`config.mk`:
```
export PLATFORM = sky130hd
export DESIGN_NAME = iigs_serial_bridge
export DESIGN_NICKNAME = d
export VERILOG_FILES = /design/src/rtl/iigs_serial_pkg.sv /design/src/rtl/serial_fifo.sv /design/src/rtl/iigs_serial_bridge.sv
export SDC_FILE = /design/constraint.sdc
export NUM_CORES = 1
export LEC_CHECK = 0
export ABC_AREA = 1
export BUFFER_PORTS_ARGS = -buffer_cell sky130_fd_sc_hd__buf_2
export CORE_MARGIN = 3
export CORE_UTILIZATION = 40
export DETAILED_ROUTE_END_ITERATION = 12
export GPL_ROUTABILITY_DRIVEN = 0
export PLACE_DENSITY_LB_ADDON = 0.15
export SLEW_MARGIN = 20
export SYNTH_ARGS = -nofsm -noshare
export SYNTH_HDL_FRONTEND = slang
export SYNTH_HIERARCHICAL = 1
export SYNTH_SLANG_ARGS = --single-unit
export TNS_END_PERCENT = 10
```
`constraint.sdc`:
```
create_clock -name clk_14m -period 5.01 [get_ports clk_14m]
set_clock_uncertainty 0.05 [all_clocks]
set_input_delay 0.2505 -clock clk_14m [delete_from_list [all_inputs] [get_ports clk_14m]]
set_output_delay 0.2505 -clock clk_14m [all_outputs]
set_load 0.03 [all_outputs]
```
`src/rtl/iigs_serial_pkg.sv`:
```
// Shared state encodings and timing defaults for the IIgs SCC serial bridge.
package iigs_serial_pkg;

    localparam int DEFAULT_CLKS_PER_BIT = 1492;

    typedef enum logic [2:0] {
        RX_IDLE    = 3'd0,
        RX_START   = 3'd1,
        RX_DATA    = 3'd2,
        RX_STOP    = 3'd3,
        RX_WAIT_HI = 3'd4
    } rx_state_e;

    typedef enum logic [1:0] {
        TX_IDLE  = 2'd0,
        TX_START = 2'd1,
        TX_DATA  = 2'd2,
        TX_STOP  = 2'd3
    } tx_state_e;

endpackage

```
`src/rtl/serial_fifo.sv`:
```
// Synchronous FIFO with occupancy count; a push into a full FIFO succeeds only
// when a pop happens in the same cycle.
module serial_fifo #(
    parameter int DEPTH = 8,
    parameter int WIDTH = 8
) (
    input  logic                     clk,
    input  logic                     rst_n,
    input  logic                     push,
    input  logic [WIDTH-1:0]         push_data,
    input  logic                     pop,
    output logic [WIDTH-1:0]         head,
    output logic                     full,
    output logic                     empty,
    output logic [$clog2(DEPTH):0]   count
);
    localparam int AW   = $clog2(DEPTH);
    localparam int CNTW = AW + 1;

    logic [WIDTH-1:0] mem_q [DEPTH];
    logic [AW-1:0]    wr_ptr_q, wr_ptr_d, rd_ptr_q, rd_ptr_d;
    logic [CNTW-1:0]  count_q, count_d;
    logic             do_push_s, do_pop_s;

    // Pointer and occupancy next-state
    always_comb begin
        do_pop_s  = pop && (count_q != '0);
        do_push_s = push && ((count_q != CNTW'(DEPTH)) || do_pop_s);
        wr_ptr_d  = do_push_s ? wr_ptr_q + AW'(1) : wr_ptr_q;
        rd_ptr_d  = do_pop_s ? rd_ptr_q + AW'(1) : rd_ptr_q;
        count_d   = count_q + CNTW'(do_push_s) - CNTW'(do_pop_s);
    end

    // Pointer and occupancy registers
    always_ff @(posedge clk or negedge rst_n) begin
        if (!rst_n) begin
            wr_ptr_q <= '0;
            rd_ptr_q <= '0;
            count_q  <= '0;
        end else begin
            wr_ptr_q <= wr_ptr_d;
            rd_ptr_q <= rd_ptr_d;
            count_q  <= count_d;
        end
    end

    // Storage array; contents are don't-care until written
    always_ff @(posedge clk) begin
        if (do_push_s) begin
            mem_q[wr_ptr_q] <= push_data;
        end
    end

    assign head  = mem_q[rd_ptr_q];
    assign full  = (count_q == CNTW'(DEPTH));
    assign empty = (count_q == '0);
    assign count = count_q;

endmodule

```
`src/rtl/iigs_serial_bridge.sv`:
```
// 8N1 bridge between the IIgs SCC channel A and a valid/ready host interface:
// SCC TxD is deserialized into an RX FIFO, host bytes are serialized onto SCC RxD.
module iigs_serial_bridge
    import iigs_serial_pkg::*;
#(
    parameter int CLKS_PER_BIT = DEFAULT_CLKS_PER_BIT,
    parameter int FIFO_DEPTH   = 8
) (
    input  logic       clk_14m,
    input  logic       reset_n,
    input  logic       scc_txd,
    input  logic       scc_rts,
    output logic       scc_rxd,
    output logic       scc_cts,
    output logic [7:0] h_rx_data,
    output logic       h_rx_valid,
    input  logic       h_rx_ready,
    input  logic [7:0] h_tx_data,
    input  logic       h_tx_valid,
    output logic       h_tx_ready,
    output logic       frame_err,
    output logic       overrun
);
    localparam int CW   = $clog2(CLKS_PER_BIT);
    localparam int CNTW = $clog2(FIFO_DEPTH) + 1;

    logic            txd_meta_q, txd_sync_q, rts_meta_q, rts_sync_q;
    rx_state_e       rx_state_q, rx_state_d;
    logic [CW-1:0]   rx_cnt_q, rx_cnt_d;
    logic [2:0]      rx_bit_q, rx_bit_d;
    logic [7:0]      rx_shift_q, rx_shift_d;
    logic            frame_err_q, frame_err_d, overrun_q, overrun_d, cts_q, cts_d;
    logic            rx_push_s, fifo_pop_s, fifo_full_s, fifo_empty_s;
    logic [CNTW-1:0] fifo_count_s;
    tx_state_e       tx_state_q, tx_state_d;
    logic [CW-1:0]   tx_cnt_q, tx_cnt_d;
    logic [2:0]      tx_bit_q, tx_bit_d;
    logic [7:0]      tx_shift_q, tx_shift_d;
    logic            rxd_q, rxd_d, ready_q, ready_d, tx_accept_s;

    // Two-flop synchronizers for the asynchronous SCC inputs
    always_ff @(posedge clk_14m or negedge reset_n) begin
        if (!reset_n) begin
            txd_meta_q <= 1'b1;
            txd_sync_q <= 1'b1;
            rts_meta_q <= 1'b1;
            rts_sync_q <= 1'b1;
        end else begin
            txd_meta_q <= scc_txd;
            txd_sync_q <= txd_meta_q;
            rts_meta_q <= scc_rts;
            rts_sync_q <= rts_meta_q;
        end
    end

    // RX deserializer: samples mid-bit, half a bit after the falling start edge
    always_comb begin
        rx_state_d  = rx_state_q;
        rx_cnt_d    = rx_cnt_q;
        rx_bit_d    = rx_bit_q;
        rx_shift_d  = rx_shift_q;
        rx_push_s   = 1'b0;
        frame_err_d = 1'b0;
        case (rx_state_q)
            RX_IDLE: begin
                if (!txd_sync_q) begin
                    rx_state_d = RX_START;
                    rx_cnt_d   = CW'(CLKS_PER_BIT / 2 - 1);
                end else begin
                    rx_state_d = RX_IDLE;
                end
            end
            RX_START: begin
                if (rx_cnt_q != '0) begin
                    rx_cnt_d = rx_cnt_q - CW'(1);
                end else if (!txd_sync_q) begin
                    rx_state_d = RX_DATA;
                    rx_cnt_d   = CW'(CLKS_PER_BIT - 1);
                    rx_bit_d   = 3'd0;
                end else begin
                    rx_state_d = RX_IDLE;
                end
            end
            RX_DATA: begin
                if (rx_cnt_q != '0) begin
                    rx_cnt_d = rx_cnt_q - CW'(1);
                end else begin
                    rx_shift_d = {txd_sync_q, rx_shift_q[7:1]};
                    rx_cnt_d   = CW'(CLKS_PER_BIT - 1);
                    if (rx_bit_q == 3'd7) begin
                        rx_state_d = RX_STOP;
                    end else begin
                        rx_bit_d = rx_bit_q + 3'd1;
                    end
                end
            end
            RX_STOP: begin
                if (rx_cnt_q != '0) begin
                    rx_cnt_d = rx_cnt_q - CW'(1);
                end else if (txd_sync_q) begin
                    rx_push_s  = 1'b1;
                    rx_state_d = RX_IDLE;
                end else begin
                    frame_err_d = 1'b1;
                    rx_state_d  = RX_WAIT_HI;
                end
            end
            RX_WAIT_HI: begin
                if (txd_sync_q) begin
                    rx_state_d = RX_IDLE;
                end else begin
                    rx_state_d = RX_WAIT_HI;
                end
            end
            default: begin
                rx_state_d = RX_IDLE;
            end
        endcase
        overrun_d = rx_push_s && fifo_full_s && !fifo_pop_s;
        cts_d     = (fifo_count_s <= CNTW'(FIFO_DEPTH - 2));
    end

    // RX state and registered status outputs
    always_ff @(posedge clk_14m or negedge reset_n) begin
        if (!reset_n) begin
            rx_state_q  <= RX_IDLE;
            rx_cnt_q    <= '0;
            rx_bit_q    <= 3'd0;
            rx_shift_q  <= 8'd0;
            frame_err_q <= 1'b0;
            overrun_q   <= 1'b0;
            cts_q       <= 1'b1;
        end else begin
            rx_state_q  <= rx_state_d;
            rx_cnt_q    <= rx_cnt_d;
            rx_bit_q    <= rx_bit_d;
            rx_shift_q  <= rx_shift_d;
            frame_err_q <= frame_err_d;
            overrun_q   <= overrun_d;
            cts_q       <= cts_d;
        end
    end

    assign fifo_pop_s = h_rx_valid && h_rx_ready;

    serial_fifo #(
        .DEPTH (FIFO_DEPTH),
        .WIDTH (8)
    ) u_rx_fifo (
        .clk       (clk_14m),
        .rst_n     (reset_n),
        .push      (rx_push_s),
        .push_data (rx_shift_q),
        .pop       (fifo_pop_s),
        .head      (h_rx_data),
        .full      (fifo_full_s),
        .empty     (fifo_empty_s),
        .count     (fifo_count_s)
    );

    // TX serializer; RTS only gates acceptance, never an in-flight frame
    always_comb begin
        tx_state_d  = tx_state_q;
        tx_cnt_d    = tx_cnt_q;
        tx_bit_d    = tx_bit_q;
        tx_shift_d  = tx_shift_q;
        rxd_d       = rxd_q;
        tx_accept_s = h_tx_valid && ready_q;
        case (tx_state_q)
            TX_IDLE: begin
                if (tx_accept_s) begin
                    tx_state_d = TX_START;
                    tx_shift_d = h_tx_data;
                    tx_cnt_d   = CW'(CLKS_PER_BIT - 1);
                    rxd_d      = 1'b0;
                end else begin
                    rxd_d = 1'b1;
                end
            end
            TX_START: begin
                if (tx_cnt_q != '0) begin
                    tx_cnt_d = tx_cnt_q - CW'(1);
                end else begin
                    tx_state_d = TX_DATA;
                    tx_cnt_d   = CW'(CLKS_PER_BIT - 1);
                    tx_bit_d   = 3'd0;
                    rxd_d      = tx_shift_q[0];
                    tx_shift_d = {1'b0, tx_shift_q[7:1]};
                end
            end
            TX_DATA: begin
                if (tx_cnt_q != '0) begin
                    tx_cnt_d = tx_cnt_q - CW'(1);
                end else if (tx_bit_q == 3'd7) begin
                    tx_state_d = TX_STOP;
                    tx_cnt_d   = CW'(CLKS_PER_BIT - 1);
                    rxd_d      = 1'b1;
                end else begin
                    tx_bit_d   = tx_bit_q + 3'd1;
                    tx_cnt_d   = CW'(CLKS_PER_BIT - 1);
                    rxd_d      = tx_shift_q[0];
                    tx_shift_d = {1'b0, tx_shift_q[7:1]};
                end
            end
            TX_STOP: begin
                if (tx_cnt_q != '0) begin
                    tx_cnt_d = tx_cnt_q - CW'(1);
                end else begin
                    tx_state_d = TX_IDLE;
                end
            end
            default: begin
                tx_state_d = TX_IDLE;
                rxd_d      = 1'b1;
            end
        endcase
        ready_d = (tx_state_d == TX_IDLE) && rts_sync_q && !tx_accept_s;
    end

    // TX state and registered line/handshake outputs
    always_ff @(posedge clk_14m or negedge reset_n) begin
        if (!reset_n) begin
            tx_state_q <= TX_IDLE;
            tx_cnt_q   <= '0;
            tx_bit_q   <= 3'd0;
            tx_shift_q <= 8'd0;
            rxd_q      <= 1'b1;
            ready_q    <= 1'b0;
        end else begin
            tx_state_q <= tx_state_d;
            tx_cnt_q   <= tx_cnt_d;
            tx_bit_q   <= tx_bit_d;
            tx_shift_q <= tx_shift_d;
            rxd_q      <= rxd_d;
            ready_q    <= ready_d;
        end
    end

    assign scc_rxd    = rxd_q;
    assign scc_cts    = cts_q;
    assign h_rx_valid = !fifo_empty_s;
    assign h_tx_ready = ready_q;
    assign frame_err  = frame_err_q;
    assign overrun    = overrun_q;

endmodule
```
=== Word level (Yosys, flattened, before mapping) ===
Memory sizes are Yosys's and may differ from the RTL's.
Cells that the tools add are included.

* Bits in writable memories: 64
* Memories kept: 1
* Output and inout bits: 14
* Input bits: 14
* Logic and storage cells: 139
* Register bits: 68

{| class="wikitable"
|+ Memories
! memory !! depth !! bits a word !! read ports !! clocked after memory_dff !! wr ports !! line !! source
|-
| u_rx_fifo.mem_q || 8 || 8 || 1 || 0 || 1 || serial_fifo.sv:20 || <nowiki>logic [WIDTH-1:0] mem_q [DEPTH];</nowiki>
|}

* Reduce and logical (&&, ||, !) cells: 32
* Order comparisons: 1
* Bitwise gates (word level): 1
* $add $sub $neg: 8
* Equality and inequality tests: 25
* Muxes and demuxes: 51

{| class="wikitable"
|+ Operators by type and width
! operator !! number
|-
| 11-bit 2-to-1 mux || 8
|-
| 11-bit case mux with 4 select lines || 1
|-
| 3-bit 2-to-1 mux || 12
|-
| 11-bit case mux with 3 select lines || 1
|-
| 8-bit 2-to-1 mux || 4
|-
| 2-bit inequality test (second input constant) || 13
|-
| 8-bit case mux with 3 select lines || 1
|-
| 11-bit nonzero test || 2
|-
| 11-bit by 1-bit subtractor with 11-bit output (second input constant) || 2
|-
| 3-bit case mux with 5 select lines || 1
|-
| 1-bit 2-to-1 mux || 13
|-
| 3-bit by 1-bit adder with 3-bit output (second input constant) || 4
|-
| 2-bit 2-to-1 mux || 6
|-
| 3-bit case mux with 2 select lines || 2
|-
| 4-bit AND reduction || 3
|-
| 5-bit AND reduction || 2
|-
| 3-bit == test (second input constant) || 3
|-
| 1-bit logical AND || 8
|-
| 2-bit case mux with 4 select lines || 1
|-
| 4-bit nonzero test || 2
|-
| 3-bit by 2-bit == test with 1-bit output (second input constant) || 2
|-
| 4-bit by 1-bit adder with 4-bit output || 1
|-
| 2-bit == test (second input constant) || 2
|-
| 4-bit == test (second input constant) || 1
|-
| other kinds (18) || 23
|}

=== Depth between registers and ports, before layout ===
* Word-level depth: 8
* Mapped depth: 16
* Depth with buffers taken out: 15

=== Cells and area by module ===
Netlist, hierarchy kept.

{| class="wikitable"
|+ By module, submodules not included
! module !! area each (sq um) !! cells each !! sequential area each (sq um) !! instances
|-
| serial_fifo || 3258.1 || 289 || 2172.1 || 1
|-
| iigs_serial_bridge || 3246.9 || 424 || 1458.9 || 1
|}

=== Least setup slack after synthesis ===
OpenSTA, ideal clock, no wires.

* Path kind: reg2reg
* From: register rx_cnt_q[0]
* To: register u_rx_fifo.count_q[1], in the netlist u_rx_fifo/count[1]
* Library setup time: 64 ps
* Setup slack: 2259 ps
* Data arrival time: 2637 ps
* Stages on the path, launching flop included: 17
* Cells stage by stage: dfrtp_1 > inv_1 > ha_1 > inv_1 > nor3_2 > nand2_1 > inv_2 > buf_4 > nand2_1 > nor2_1 > nor2_1 > inv_2 > nand2_1 > ha_1 > inv_1 > fa_1 > inv_1

* Word-level cells in the longest chain between the ends: 6

{| class="wikitable"
|+ Ends and longest elaborated chain
! what !! line !! source
|-
| from (decl) || iigs_serial_bridge.sv:29 || <nowiki>logic [CW-1:0] rx_cnt_q, rx_cnt_d;</nowiki>
|-
| from (signal assigned) || iigs_serial_bridge.sv:135 || <nowiki>rx_cnt_q <= rx_cnt_d;</nowiki>
|-
| 11-bit nonzero test || iigs_serial_bridge.sv:98 || <nowiki>if (rx_cnt_q != '0) begin</nowiki>
|-
| 1-bit 2-to-1 mux || iigs_serial_bridge.sv:98 ||
|-
| 1-bit 2-to-1 mux || iigs_serial_bridge.sv:64 || <nowiki>case (rx_state_q)</nowiki>
|-
| named net rx_push_s || iigs_serial_bridge.sv:33 || <nowiki>logic rx_push_s, fifo_pop_s, fifo_full_s, fifo_empty_s;</nowiki>
|-
| 1-bit logical AND || serial_fifo.sv:28 || <nowiki>do_push_s = push && ((count_q != CNTW'(DEPTH)) || do_pop_s);</nowiki>
|-
| 4-bit by 1-bit adder with 4-bit output || serial_fifo.sv:31 || <nowiki>count_d = count_q + CNTW'(do_push_s) - CNTW'(do_pop_s);</nowiki>
|-
| 4-bit by 1-bit subtractor with 4-bit output || serial_fifo.sv:31 ||
|-
| named net u_rx_fifo.count_d[1] || serial_fifo.sv:22 || <nowiki>logic [CNTW-1:0] count_q, count_d;</nowiki>
|-
| to (signal assigned) || serial_fifo.sv:43 || <nowiki>count_q <= count_d;</nowiki>
|-
| to (decl) || serial_fifo.sv:22 ||
|}

The timed path passes the listed nets, and every way through them passes these cells.
A chain may end at the register's enable or synchronous reset.

=== Worst setup path in the final report ===
Same ends and word-level chain as after synthesis.

==> results.md <==
Status:
- The flow ran to the end, but the final reports show violations.
- The checks that failed: hold timing.

Synthesis:
- Averaged over all synthesized cells, the footprint is between 9 and 10 um2.
- The cell area that synthesis handed to floorplanning was around 6500 um2.
- For this run, asynchronously set or reset flops after synthesis account for 51.52%.
- The post-synthesis sequential area ratio is approximately 56%.
- The Yosys warning count is 6.
- The number of nets in the synthesized netlist is between 700 and 800.
- Sorting the synthesized cells by area gives the leading types as sky130_fd_sc_hd__edfxtp_1 30%, sky130_fd_sc_hd__dfrtp_1 24%, sky130_fd_sc_hd__nand2_1 13%, sky130_fd_sc_hd__nor2_1 4.5%, sky130_fd_sc_hd__ha_1 3.8%.
- The most common cell in the synthesized netlist is sky130_fd_sc_hd__nand2_1.
- Yosys mapped a number of flops with a built-in enable equal to 64.
- After technology mapping, the gate count stands at between 700 and 800.
- Counting flops and latches in the post-synthesis netlist gives 132.
- The area share of the largest cell type after synthesis is 29.54%.
- The count of different cell masters after synthesis is between 40 and 50.
- The most used flip-flop cell after synthesis is sky130_fd_sc_hd__edfxtp_1.
- Ranked by instance count, the synthesized netlist is headed by 218 x sky130_fd_sc_hd__nand2_1, 78 x sky130_fd_sc_hd__nor2_1, 66 x sky130_fd_sc_hd__inv_1, 64 x sky130_fd_sc_hd__edfxtp_1, 62 x sky130_fd_sc_hd__dfrtp_1.
- The cell taking the most area after synthesis is sky130_fd_sc_hd__edfxtp_1.

Setup path:
- By startpoint and endpoint, the worst setup path is classified as flop to flop.
- STA classifies the critical path endpoint as a flop.
- For the worst setup path, the data arrival time is between 3 and 4 ns.
- The element type at the critical path start is a flop.
- The maximum net fanout on the critical path is 12.
- The endpoint required time on the critical path is around 5.3 ns.

STA:
- Static timing analysis puts the maximum clock frequency at 0.3234 GHz.
- The hold violation count in the final report is 9.
- The setup TNS is 0 ns.
- Setup violations remaining at the end of the flow were counted as 0.
- The final count of pins violating max slew is 0.
- In this run the tightest slew margin relative to its limit is a little over two fifths.
- For the pin with the worst max-slew slack, the measured transition is approximately 0.88 ns.
- Of the available clock period, the critical path in the final layout requires about 60%.
- Setup repair after global routing left no endpoint under its margin.
- The final critical-path setup slack is around 1.9 ns.
- On the final layout, the worst hold slack is -0.02058 ns.
- The final critical delay including setup and external delays is 3.092 ns.

Route:
- Wires add up to between 10,000 and 15,000 um.
- The via count normalized by instance count is just under 5.
- After the first detailed-routing iteration, the DRC count stood at roughly 330.
- The final antenna-violating net count is 0.
- In the final routed layout, each cell accounts on average for roughly 14 um.
- The total iterations of the first detailed-routing run is 5.
- The residual DRC count is 0.
- The vias after detailed routing is approximately 4,800.

Clock tree:
- Clock tree synthesis found a total of between 100 and 150 sinks.
- Post-CTS repair changed the size of 0 cells.
- The number of setup buffers added after CTS is 0.
- The clock root buffer is sky130_fd_sc_hd__clkbuf_16.
- Buffers inserted to repair hold after CTS numbered 3.
- The number of buffers on the longest clock path is 2.
- TritonCTS built the clock tree.
- For the worst-skew pair, the clock arrives at the later sink with an insertion delay of 0.42 ns.
- The clock-pin slew reported for the worst setup and hold paths after clock tree synthesis is around 0.06 ns.
- Buffers inserted during clock tree synthesis total 17.
- The H-tree depth is 4.

Pwr:
- The internal power is about 2.1 mW.
- Net switching is between 30% and 40% of the power.
- In this run the power spent charging and discharging nets is slightly above 0.9 mW.
- The leakage dissipation is approximately 3.5 nW.
- Per report_power, the sequential group accounts for between 40% and 50% of the total.
- Dividing total power by cell area gives a power density of a little over 400 nW/um2.
- The worst vdd rail ir drop is 0.0002216 V.
- The part of the power in the clock network is between 30% and 40%.
- The combinational group share of total power is just under 20%.

Floorplanning:
- The vertical die dimension is ~130 um.
- The core area is 15,540 um2.
- The area of the die is around 18,000 um2.
- The starting density of the core is approximately two fifths.
- The number of top-level pins is 28.
- The die boundary width is ~130 um.
- Row generation in the floorplan step produced between 40 and 50 rows.

Place:
- The number of placed instances, taps included, is 938.
- Buffers placed on the I/O ports in this run total 27.
- The placed wire-length estimate is 9354 um.
- The placement-stage worst setup slack is around 1.9 ns.
- Summing all placed instances gives a cell area of between 6000 and 7000 um2.

Finish:
- At the end of the flow the core is filled with cells to about 48%.
- Registers take roughly 3600 um2.
- In the final layout, the multi-input gates occupy about 2500 um2.
- The number of nets in the layout is about 780.
- The count of antenna diodes in the layout is 0.
- The proportion of layout cells with a drive suffix above 1 is around an eighth.
- The design area is ~7400 um2.
- The area added between synthesis and finish is 13.96%.
- The filler cells instantiated in the layout total about 1,500.
- The finished layout holds about 970 standard cells, fillers aside.

GRT:
- Entering global routing, the biggest net connects 69 pins.
- The via count of the first global-routing pass is between 4,000 and 5,000.
- Global routing used between 15 and 20% of the available tracks.
- The number of antenna violations at the first check in global routing came to 0.
- The first global-routing pass estimated around 23,000 um of wire.
- The total global routing overflow is 0.

Min path:
- The path class of the tightest hold or removal check is input pin to asynchronous set/reset pin.

Run:
- The number of max-cap violations is 0.
cell usage in the layout, fill, tap and decap left out, types with 3 or more instances in the layout:
cell	n
sky130_fd_sc_hd__nand2_1	218
sky130_fd_sc_hd__nor2_1	78
sky130_fd_sc_hd__inv_1	66
sky130_fd_sc_hd__edfxtp_1	64
sky130_fd_sc_hd__dfrtp_1	62
sky130_fd_sc_hd__o21ai_0	47
sky130_fd_sc_hd__nand3_1	36
sky130_fd_sc_hd__buf_2	27
sky130_fd_sc_hd__ha_1	20
sky130_fd_sc_hd__clkbuf_16	17
sky130_fd_sc_hd__a21oi_1	15
sky130_fd_sc_hd__o211ai_1	9
sky130_fd_sc_hd__clkinv_1	8
sky130_fd_sc_hd__xor2_1	8
sky130_fd_sc_hd__o21ai_1	8
sky130_fd_sc_hd__nor3_1	7
sky130_fd_sc_hd__nand4_1	7
sky130_fd_sc_hd__dfstp_2	6
sky130_fd_sc_hd__a31oi_1	5
sky130_fd_sc_hd__nor2_4	4
sky130_fd_sc_hd__nand2_4	4
sky130_fd_sc_hd__inv_2	4
sky130_fd_sc_hd__nand2_2	4
sky130_fd_sc_hd__clkinv_2	4
sky130_fd_sc_hd__nor2_2	3
sky130_fd_sc_hd__bufinv_16	3
sky130_fd_sc_hd__dlygate4sd3_1	3
power groups by stage:
stage,combinational (mW),clock [mW],sequential (mW)
floorplan,0.533,0,1.23
global placement,0.599,0,1.27
detailed placement,0.608,0,1.27
CTS,0.611,1.24,1.25
global route,0.681,1.28,1.26
finish,0.601,1.21,1.25
state kept, by name, summed over array words and instances, names as in the netlist, 4 cells and up:
name	cells
tx_shift_q	8
rx_shift_q	8
rx_cnt_q	11
tx_cnt_q	11
u_rx_fifo/count	4
u_rx_fifo/mem_q	64
worst paths after layout:
kind	start	endpoint	slack, ns	cells after the start
min in group clk_14m	h_tx_data[3]	tx_shift_q[3]	0.09	5
min reg2reg	rts_meta_q	rts_sync_q	0.31	0
max in group asynchronous	reset_n	u_rx_fifo/rd_ptr_q[2]	4.36	2
min	reset_n	rx_cnt_q[4]	-0.02	2
max reg2reg	rx_cnt_q[0]	u_rx_fifo/count[1]	1.92	15
max	rx_cnt_q[0]	u_rx_fifo/count[1]	1.92	15
routing by layer:
layer | up-vias | global-route usage (%) | share of wire, %
met5 | - | 0 | 0
met4 | 0 | 5.657 | 1.5
met3 | 16 | 3.474 | 3.4
met2 | 93 | 26.24 | 47
met1 | 2285 | 21.59 | 48
li1 | 2400 | - | -
per-stage QoR:
stage | power [mW] | hold slack, ns
2_1_floorplan | 1.761 | -0.09509
3_3_place_gp | 1.867 | 0.3000
3_5_place_dp | 1.881 | 0.2994
4_1_cts | 3.100 | 0.02609
5_1_grt | 3.225 | 0.07259
6_report | 3.061 | -0.02058
critical path, cell delays in order (launching register included):
cell and delay, ns:
sky130_fd_sc_hd__dfrtp_1 0.37, sky130_fd_sc_hd__inv_1 0.13, sky130_fd_sc_hd__ha_1 0.17, sky130_fd_sc_hd__inv_1 0.05
sky130_fd_sc_hd__nor3_2 0.20, sky130_fd_sc_hd__nand2_1 0.10, sky130_fd_sc_hd__inv_2 0.18, sky130_fd_sc_hd__nand2_1 0.12
sky130_fd_sc_hd__nor2_1 0.54, sky130_fd_sc_hd__nor2_1 0.20, sky130_fd_sc_hd__inv_2 0.11, sky130_fd_sc_hd__nand2_1 0.06
sky130_fd_sc_hd__ha_1 0.20, sky130_fd_sc_hd__inv_1 0.08, sky130_fd_sc_hd__fa_1 0.41, sky130_fd_sc_hd__inv_1 0.06
cells by family after synthesis:
kind of cell / Yosys count / synth area share [%]
AND/OR/NAND/NOR: 372 / 25.27
AO/OA/AOI/OAI: 89 / 7.482
buffers and inverters: 89 / 5.924
adder cells (fa/ha/maj): 21 / 4.155
XOR/XNOR: 10 / 1.347
flip-flops: 132 / 55.82
layout make-up:
type | count | share of cell area (%)
Inverter | 74 | 3.781
Clock buffer | 17 | 5.738
Clock inverter | 14 | 1.941
Multi-Input combinational cell | 492 | 33.57
Tap cell | 211 | 3.561
Sequential cell | 132 | 48.98
Timing Repair Buffer | 32 | 2.430
No activity file was read; power rests on OpenSTA's default activity.
